**src/rtl/instr_fetch.sv**
```systemverilog
// Instruction fetch stage: PC, req/gnt/rvalid memory port, prefetch FIFO, redirect flush.
// Optional misaligned-redirect trap is built when FETCH_ALIGN_CHECK_EN is defined.

module instr_fetch #(
    parameter int unsigned           DATA_WIDTH      = 32,
    parameter logic [DATA_WIDTH-1:0] BOOT_ADDR       = '0,
    parameter int unsigned           FIFO_DEPTH      = 2,
    parameter int unsigned           MAX_OUTSTANDING = 2
) (
    input  logic                  clk,
    input  logic                  rst,
    output logic                  instr_req_o,
    output logic [DATA_WIDTH-1:0] instr_addr_o,
    input  logic                  instr_gnt_i,
    input  logic                  instr_rvalid_i,
    input  logic [DATA_WIDTH-1:0] instr_rdata_i,
    output logic                  instr_valid_o,
    input  logic                  instr_ready_i,
    output logic [DATA_WIDTH-1:0] instr_o,
    output logic [DATA_WIDTH-1:0] instr_pc_o,
    input  logic                  redirect_i,
    input  logic [DATA_WIDTH-1:0] redirect_pc_i
`ifdef FETCH_ALIGN_CHECK_EN
    ,
    output logic                  fetch_misaligned_o
`endif
);

    localparam int unsigned FAW = (FIFO_DEPTH > 1) ? $clog2(FIFO_DEPTH) : 1;
    localparam int unsigned FCW = $clog2(FIFO_DEPTH + 1);
    localparam int unsigned TAW = (MAX_OUTSTANDING > 1) ? $clog2(MAX_OUTSTANDING) : 1;
    localparam int unsigned OCW = $clog2(MAX_OUTSTANDING + 1);
    localparam logic [TAW-1:0]        TAG_LAST   = TAW'(MAX_OUTSTANDING - 1);
    localparam logic [DATA_WIDTH-1:0] ALIGN_MASK = {{(DATA_WIDTH-2){1'b1}}, 2'b00};

    typedef enum logic [1:0] {S_BOOT, S_RUN, S_DRAIN} state_t;

    state_t                r_state, w_state_nxt;
    logic [DATA_WIDTH-1:0] r_fetch_addr;
    logic [OCW-1:0]        r_outstanding, r_discard;
    logic [OCW-1:0]        w_outstanding_nxt, w_discard_nxt, w_live;
    logic [31:0]           w_occupancy;

    logic [DATA_WIDTH-1:0] r_tag_pc [MAX_OUTSTANDING];
    logic [TAW-1:0]        r_tag_wptr, r_tag_rptr;

    logic [DATA_WIDTH-1:0] r_fifo_data [FIFO_DEPTH];
    logic [DATA_WIDTH-1:0] r_fifo_pc   [FIFO_DEPTH];
    logic [FAW-1:0]        r_fifo_wptr, r_fifo_rptr;
    logic [FCW-1:0]        r_fifo_cnt;

    logic w_gnt_acc, w_push, w_pop, w_req_block;

`ifdef FETCH_ALIGN_CHECK_EN
    logic r_misaligned;

    always_ff @(posedge clk) begin
        if (rst) begin
            r_misaligned <= 1'b0;
        end else if (redirect_i && (redirect_pc_i[1:0] != 2'b00)) begin
            r_misaligned <= 1'b1;
        end
    end

    assign w_req_block        = r_misaligned;
    assign fetch_misaligned_o = r_misaligned;
`else
    assign w_req_block = 1'b0;
`endif

    // Live requests (not marked for discard) still need FIFO room on return.
    always_comb begin
        w_live      = r_outstanding - r_discard;
        w_occupancy = 32'(w_live) + 32'(r_fifo_cnt);
        instr_req_o = (r_state != S_BOOT) && !w_req_block &&
                      (w_occupancy < FIFO_DEPTH) &&
                      (32'(r_outstanding) < MAX_OUTSTANDING);
    end

    assign w_gnt_acc     = instr_req_o & instr_gnt_i;
    assign instr_addr_o  = r_fetch_addr;
    assign instr_valid_o = (r_fifo_cnt != '0);
    assign instr_o       = r_fifo_data[r_fifo_rptr];
    assign instr_pc_o    = r_fifo_pc[r_fifo_rptr];
    assign w_push        = instr_rvalid_i && (r_discard == '0) && !redirect_i;
    assign w_pop         = instr_valid_o && instr_ready_i && !redirect_i;

    // A redirect marks every request still in flight after this edge as stale.
    always_comb begin
        w_outstanding_nxt = r_outstanding + OCW'(w_gnt_acc) - OCW'(instr_rvalid_i);
        w_discard_nxt     = r_discard;
        if (redirect_i) begin
            w_discard_nxt = w_outstanding_nxt;
        end else if (instr_rvalid_i && (r_discard != '0)) begin
            w_discard_nxt = r_discard - OCW'(1);
        end

        w_state_nxt = r_state;
        unique case (r_state)
            S_BOOT:  w_state_nxt = S_RUN;
            S_RUN:   if (redirect_i && (w_outstanding_nxt != '0)) w_state_nxt = S_DRAIN;
            S_DRAIN: if (w_discard_nxt == '0) w_state_nxt = S_RUN;
            default: w_state_nxt = S_BOOT;
        endcase
    end

    always_ff @(posedge clk) begin
        if (rst) begin
            r_state       <= S_BOOT;
            r_fetch_addr  <= BOOT_ADDR;
            r_outstanding <= '0;
            r_discard     <= '0;
            r_tag_wptr    <= '0;
            r_tag_rptr    <= '0;
        end else begin
            r_state       <= w_state_nxt;
            r_outstanding <= w_outstanding_nxt;
            r_discard     <= w_discard_nxt;

            if (redirect_i) begin
                r_fetch_addr <= redirect_pc_i & ALIGN_MASK;
            end else if (w_gnt_acc) begin
                r_fetch_addr <= r_fetch_addr + DATA_WIDTH'(4);
            end

            if (w_gnt_acc) begin
                r_tag_pc[r_tag_wptr] <= r_fetch_addr;
                r_tag_wptr <= (r_tag_wptr == TAG_LAST) ? '0 : r_tag_wptr + TAW'(1);
            end
            if (instr_rvalid_i) begin
                r_tag_rptr <= (r_tag_rptr == TAG_LAST) ? '0 : r_tag_rptr + TAW'(1);
            end
        end
    end

    always_ff @(posedge clk) begin
        if (rst) begin
            r_fifo_wptr <= '0;
            r_fifo_rptr <= '0;
            r_fifo_cnt  <= '0;
            for (int unsigned i = 0; i < FIFO_DEPTH; i++) begin
                r_fifo_data[i] <= '0;
                r_fifo_pc[i]   <= '0;
            end
        end else if (redirect_i) begin
            r_fifo_wptr <= '0;
            r_fifo_rptr <= '0;
            r_fifo_cnt  <= '0;
        end else begin
            if (w_push) begin
                r_fifo_data[r_fifo_wptr] <= instr_rdata_i;
                r_fifo_pc[r_fifo_wptr]   <= r_tag_pc[r_tag_rptr];
                r_fifo_wptr              <= r_fifo_wptr + FAW'(1);
            end
            if (w_pop) begin
                r_fifo_rptr <= r_fifo_rptr + FAW'(1);
            end
            r_fifo_cnt <= r_fifo_cnt + FCW'(w_push) - FCW'(w_pop);
        end
    end

endmodule

```
**config.mk**
```make
export PLATFORM = sky130hd
export DESIGN_NAME = instr_fetch
export DESIGN_NICKNAME = d
export VERILOG_FILES = /design/src/rtl/instr_fetch.sv
export SDC_FILE = /design/constraint.sdc
export NUM_CORES = 1
export LEC_CHECK = 0
export CORE_AREA = 2 2 144 146
export CTS_CLUSTER_DIAMETER = 200
export DETAILED_ROUTE_END_ITERATION = 6
export DIE_AREA = 0 0 146 148
export PLACE_DENSITY = 0.87
export SYNTH_ARGS = -nofsm -noshare
export SYNTH_HDL_FRONTEND = slang
export SYNTH_SLANG_ARGS = --single-unit
```
**constraint.sdc**
```tcl
create_clock -name clk -period 10.02 [get_ports clk]
set_input_delay 2.004 -clock clk [delete_from_list [all_inputs] [get_ports clk]]
set_output_delay 2.004 -clock clk [all_outputs]
set_load 0.01 [all_outputs]
```
==> results of run 1 <==
[stage by stage]
step	utilization [%]	instances	setup slack (ns)
2_1_floorplan	-	766	4.22
3_3_place_gp	59.2	1157	3.14
3_5_place_dp	59.2	1157	3.08
4_1_cts	62.9	1198	3.60
5_1_grt	62.9	1198	3.32
6_report	62.9	1199	3.62
[kinds of logic after synthesis]
family | Yosys count | synth area share (%)
muxes | 93 | 10.1
xor gates and xnor gates | 17 | 1.62
DFF | 228 | 64.0
adders and majority gates | 8 | 1.07
other | 1 | 0.0375
buffers and inverters | 68 | 2.80
and+or+nand+nor | 283 | 15.4
AOI/OAI and AO/OA | 65 | 5.05
[metal layers]
metal	share of wire, %	vias up
met1	41	3328
li1	-	3164
met2	49	326
met5	0	-
met3	8.5	36
met4	1.8	0
[registers in the layout, indices dropped and copies added (netlist names), named ones only]
name	cells
r_fifo_data	64
r_fifo_pc	60
r_tag_pc	60
instr_addr_o	30
r_discard	2
r_fifo_cnt	2
r_outstanding	2
r_state	2
r_fifo_rptr	1
r_fifo_wptr	1
r_tag_rptr	1
r_tag_wptr	1
[power groups by stage]
stage	sequential (W)	combinational (W)	clock, W
detailed placement	0.00119	0.000471	0
finish	0.00118	0.000472	0.000840
global route	0.00119	0.000511	0.000887
CTS	0.00117	0.000474	0.000854
floorplan	0.00119	0.000278	0
global placement	0.00119	0.000459	0
[cell type report]
class,instances,area (sq um)
clock inverter,8,111
timing repair buffer,172,1690
inverter,17,63.8
clock buffer,33,623
multi-input combinational,470,3370
tap,270,338
fill,1500,7440
sequential,228,6410
antenna,1,2.50
[how the worst min path moves through the flow]
stage                          from  cells past startpoint  slack [ns]             end
floorplan                r_tag_rptr                      2        0.48       flip-flop
global placement         r_tag_rptr                      2        0.50      r_tag_rptr
detailed placement       r_tag_rptr                      2        0.52       flip-flop
CTS                      r_tag_rptr                      2        0.54       flip-flop
global route        instr_addr_o[8]                      0        0.57  r_tag_pc[0][8]
finish                   r_tag_rptr                      2        0.54       flip-flop
[cells in the final DEF, fill, tap and decap left out, drive strengths merged, types with 4 or more instances in the layout]
cell type	netlist	layout
a211oi	12	12
a21oi	5	5
a311oi	15	15
and2	33	33
and3	37	37
buf	10	12
clkbuf	41	33
clkdlybuf4s50	0	160
clkinv	1	6
conb	1	4
dfxtp	44	44
edfxtp	184	184
ha	7	7
inv	16	16
mux2	62	62
mux2i	31	31
nand2	18	18
nand3	12	12
nand4	14	14
nor2	99	99
nor2b	4	4
nor3	19	19
nor4	8	8
o21ai	6	6
o31ai	6	6
or3	7	7
or4	9	9
xnor2	11	11
xor2	5	5
[worst max-delay path, stage by stage]
cell             delay, ns
clkdlybuf4s50_1       0.40
buf_4                 0.24
nand3b_1              0.42
nor2_2                0.97
nand2_1               0.99
nand2b_2              0.93
buf_4                 0.54
==> impl_results.md, run 1 <==
- Vias/cell: ~5.7
- Initial antenna violation count: 0
- Placed Area: ~12000 sq um
- Hold crit path type: reg2reg
- IO Count: approximately 170
- Met1 usage: 28.6%
- Total iterations of the first detailed-routing run: 5
- CTS tree: yes
- CP endpoint: r_fifo_pc[1][18]
- Layout Nets: between 900 and 1000
- Clk sink count: 228
- Critical Path AT: roughly 6.5 ns
- Syn avg cell area: between 10 and 15 sq um
- Clock slew at reported path FFs: approximately 0.06 ns
- Slew @ Worst Pin: around 1.1 ns
- Hold buffer count at cts: 0
- Area share of the largest cell type after synthesis: 55.2%
- Drt total wl: approximately 23 mm
- Mapped Area: roughly 10000 sq um
- Logic pwr share: around a fifth
- GR peak layer: met2
- Clock power frac: between 30% and 40%
- MaxCap Viol Count: 0
- Setup TNS: 0 ns
- Area growth from synthesis to layout: 25.9%
- Setup CP Type: in2reg
- Sw frac: approximately a quarter
- Status: complete, no violations
- Post-DRT Antenna Nets: 0
- Worst Reg-to-Reg Cells: 7
- Yosys cell types: 63
- Post-CTS setup buffer count: 0
- Area contributors post-synth: edfxtp_1 (55%), dfxtp_1 (8.8%), mux2_2 (7.0%), nor2_1 (3.7%), mux2i_1 (3.1%)
- # rows: 52
- Die height: approximately 150 um
- Startpoint Class: primary input
- R2R Setup Slk: around 5.3 ns
- Most frequent cell after synthesis: edfxtp_1
- GR Overflow Total: 0
- Mapped Cells: approximately 760
- CTS Buf Count: 23
- Wire per inst: around 19 um
- Ys Warns: 0
- DRT iter0 DRCs: 640
- Tcrit/Tclk final: a little under two thirds
- DRC viols: 0
- Internal power: 0.00186 W
- Worst rel slew slack: a little under a quarter
- Die X: about 150 um
- FF-to-FF End: r_fifo_pc[1][18]
- # setup viols final: 0
- Port Buffers: around 160
- Sequential power share: a little under half
- Clock root buffer: clkbuf_16
- Design Power: between 0.002 and 0.0025 W
- Post-synth ARST share: 0%
- FF-to-FF Start: r_discard[1]
- Static Leak: about 4.5 nW
- Post-cts resize count: 0
- Half-perimeter wire length after placement: between 15 and 20 mm
- Sequential share of the synthesized area: a little under two thirds
- WP data required: 10.17 ns
- M2 GR Usage: about a third
- Vias in the first global route: roughly 6600
- First-pass GRT wire length: ~36 mm
- Initial Utilization: between 40 and 50%
- Worst-case clock buffer depth: 3
- Setup Skew: 0.00834 ns
- Min Hold Slack: around 0.54 ns
- Synth Register Bits: about 230
- Critical Path Fanout Max: 35
- Largest net degree at the start of global routing: 63
- Period minus WS final: ~6.4 ns
- Dominant cell type by area after synthesis: edfxtp_1
- Max-slew violation count: 0
- Fmax achieved: ~0.16 GHz
- EDFF count, synth: around 180
- Top FF cell, synth: edfxtp_1
- GRT Util Overall: about a fifth
- Crit path launch: redirect_i
- GR Util met3: about 3.1%
- Hold Violations, Final: 0
- Final weighted congestion in routability-driven placement: approximately 0.86
- Peak VDD IR: 158 uV
- Commonest cells in the netlist: edfxtp_1 (184), nor2_1 (98), mux2_2 (62)
- Share of cells above drive strength 1: between 10% and 20%
- CP Capture Type: flip-flop
- Switching power total: between 0.0006 and 0.0007 W
- Fin area: 12600 sq um
- Via count: about 6900
- Clock Latency Late Sink: about 0.5 ns
- Die footprint: between 20000 and 25000 sq um
- RSZ-0062 raised after global routing: no
- H-tree levels: 1
- Core ar.: 20000 sq um
- Power per cell area: 197 nW/um^2
No activity file was read; power rests on OpenSTA's default activity.
==> run 2, diff against run 1 <==
- clock period: 10.02 -> 6.49 ns (I/O delays scaled with it)
==> impl_results.md, run 2 (synthesis results as in run 1) <==
- CTS Buf Count: 23 (unchanged)
- CP endpoint: r_fifo_pc[1][27] (was r_fifo_pc[1][18])
- Status: complete, no violations (unchanged)
- Via count: 6858 (was 6854)
- R2R Setup Slk: 2.31 ns (was 5.27 ns)
- Biggest regs: r_fifo_data (64), r_fifo_pc (60), r_tag_pc (60) (unchanged)
- Filler cell count: 1511 (was 1500)
- Setup Skew: 0.0202 ns (was 0.00834 ns)
- Drt total wl: 23.2 mm (was 22.8 mm)
- Vias in the first global route: 6629 (was 6636)
- Crit path launch: redirect_i (unchanged)
- Tcrit/Tclk final: 65.0%
- Final weighted congestion in routability-driven placement: 0.877 (was 0.859)
- Initial Utilization: 50.0% (unchanged)
- Worst-case clock buffer depth: 3 (unchanged)
- CTS tree: yes (unchanged)
- # setup viols final: 0 (unchanged)
- Setup TNS: 0 ns (unchanged)
- Hold crit path type: reg2reg (unchanged)
- Setup CP Type: in2reg (unchanged)
- Sequential Area: 6410 sq um (unchanged)
- Slowest Stage Delay on Critical Path: 0.66 ns (was 0.99 ns)
- Most frequent cells in the layout: edfxtp_1 (184), clkdlybuf4s50_1 (160), nor2_1 (97) (unchanged)
- Hold buffer count at cts: 0 (unchanged)
- Post-Place Setup Slack: 1.77 ns (was 3.08 ns)
- Commonest non-fill, non-tap cell in the layout: edfxtp_1 (unchanged)
- Layout Nets: 992 (was 990)
- H-tree levels: 1 (unchanged)
- Die height: 148 um (unchanged)
- Reg with most FFs: r_fifo_data (unchanged)
- Core ar.: 20000 sq um (unchanged)
- Total iterations of the first detailed-routing run: 6 (was 5)
- CP most frequent cell: buf_4 (unchanged)
- Static Leak: 4.52 nW (was 4.53 nW)
- Fmax achieved: around 0.24 GHz
- Wire per inst: 19.3 um (was 19.0 um)
- GRT Util Overall: 21.0% (was 20.6%)
- Max-slew violation count: 0 (unchanged)
- GR Overflow Total: 0 (unchanged)
- Port Buffers: 161 (unchanged)
- # rows: 52 (unchanged)
- MaxCap Viol Count: 0 (unchanged)
- Period minus WS final: approximately 4.2 ns
- Post-DRT Antenna Nets: 0 (unchanged)
- Slowest cell on the critical path: nand2b_2 (was nand2_1)
- FF-to-FF End: r_state[0] (was r_fifo_pc[1][18])
- Peak VDD IR: 235 uV (was 158 uV)
- IO Count: 168 (unchanged)
- WP data required: 6.65 ns (was 10.17 ns)
- Clk sink count: 228 (unchanged)
- Largest net degree at the start of global routing: 57 (was 63)
- Critical Path AT: 4.38 ns (was 6.54 ns)
- Clock Latency Late Sink: 0.51 ns (was 0.50 ns)
- Worst Reg-to-Reg Cells: 14 (was 7)
- Min Hold Slack: 0.548 ns (was 0.538 ns)
- Largest register FFs: 64 (unchanged)
- Die X: 146 um (unchanged)
- Clock root buffer: clkbuf_16 (unchanged)
- Ant. Diodes: 0 (was 1)
- FF-to-FF Start: r_outstanding[0] (was r_discard[1])
- Hold Violations, Final: 0 (unchanged)
- Die footprint: 21600 sq um (unchanged)
- First-pass GRT wire length: 36.1 mm (was 35.6 mm)
- Worst rel slew slack: 24.2% (was 23.5%)
- DRC viols: 0 (unchanged)
- Cell Chain, Critical Path: clkdlybuf4s50_1 -> buf_4 -> nand3b_1 -> nor2_2 -> buf_4 -> nand2_1 -> buf_4 -> nand2b_2 -> buf_4 (was clkdlybuf4s50_1 -> buf_4 -> nand3b_1 -> nor2_2 -> nand2_1 -> nand2b_2 -> buf_4)
- CP Capture Type: flip-flop (unchanged)
- RSZ-0062 raised after global routing: no (unchanged)
- Design Power: 0.00377 W (was 0.00249 W)
- Post-CTS setup buffer count: 0 (unchanged)
- Critical Path Fanout Max: 35 (unchanged)
- DRT iter0 DRCs: 696 (was 640)
- Area growth from synthesis to layout: 25.6% (was 25.9%)
- Power per cell area: 300 nW/um^2 (was 197 nW/um^2)
- Placed Area: 11900 sq um (about the same)
- Vias/cell: 5.71 (was 5.72)
- Area of the multi-input gates: 3370 sq um (unchanged)
- Fin area: 12600 sq um (about the same)
- Half-perimeter wire length after placement: 15.3 mm (was 15.0 mm)
- Clock slew at reported path FFs: 0.06 ns (about the same)
- Worst setup slack after layout: 2.27 ns (was 3.62 ns)
- Initial antenna violation count: 0 (unchanged)
- Share of cells above drive strength 1: 13.6% (was 12.9%)
- Post-cts resize count: 0 (unchanged)
- Startpoint Class: primary input (unchanged)
- Slew @ Worst Pin: 1.13 ns (was 1.15 ns)
[run 2: cell types whose count changed in the layout (fill, tap and decap cells not counted), moves of 2 or more]
cell	change
buf_4	+2
inv_6	+2
bufinv_16	-3
clkinv_2	+3
clkinv_1	-3
[run 2: metal layers]
layer / routed length (um) / share of wire [%] / up-vias / track usage (%)
li1: - / - / 3163 / -
met1: 9370 / 40 / 3328 / 28.5
met5: 0 / 0 / - / 0
met3: 1800 / 7.7 / 42 / 2.87
met2: 11500 / 50 / 325 / 35.7
met4: 497 / 2.1 / 0 / 5.68
[run 2: stage by stage]
stage | utilization, % | instances
floorplan | - | 766
global placement | 59.3 | 1159
detailed placement | 59.3 | 1159
CTS | 62.7 | 1201
global route | 62.7 | 1201
finish | 62.7 | 1201
[run 2: power by group]
part / internal [W] / switching (W) / total (W) / leakage (nW)
logic: 0.000346 / 0.000389 / 0.000735 / 1.97
clock network: 0.000684 / 0.000531 / 0.00121 / 0.340
registers: 0.00174 / 0.0000798 / 0.00182 / 2.21
total: 0.00277 / 0.00100 / 0.00377 / 4.52
[run 2: critical path, delay by kind of cell]
family,cells,cell delay (ns)
and+or+nand+nor,4,1.36
buffers and inverters,5,1.67
[run 2: worst min-delay path by stage]
stage	cells after the start	from	end
after floorplan	2	r_tag_rptr	flip-flop
after global routing	0	instr_addr_o[8]	r_tag_pc[0][8]
after global placement	2	r_tag_rptr	r_tag_rptr
final	1	r_state[1]	r_state[0]
after detailed placement	2	r_tag_rptr	flip-flop
after CTS	1	r_state[1]	r_state[0]
[run 2: final cells by class]
cell class / count / share of cell area [%]
sequential: 228 / 51.0
multi-input combinational: 470 / 26.8
timing repair buffer: 174 / 13.6
clock buffer: 33 / 5.04
tap: 270 / 2.69
inverter: 17 / 0.508
clock inverter: 9 / 0.468
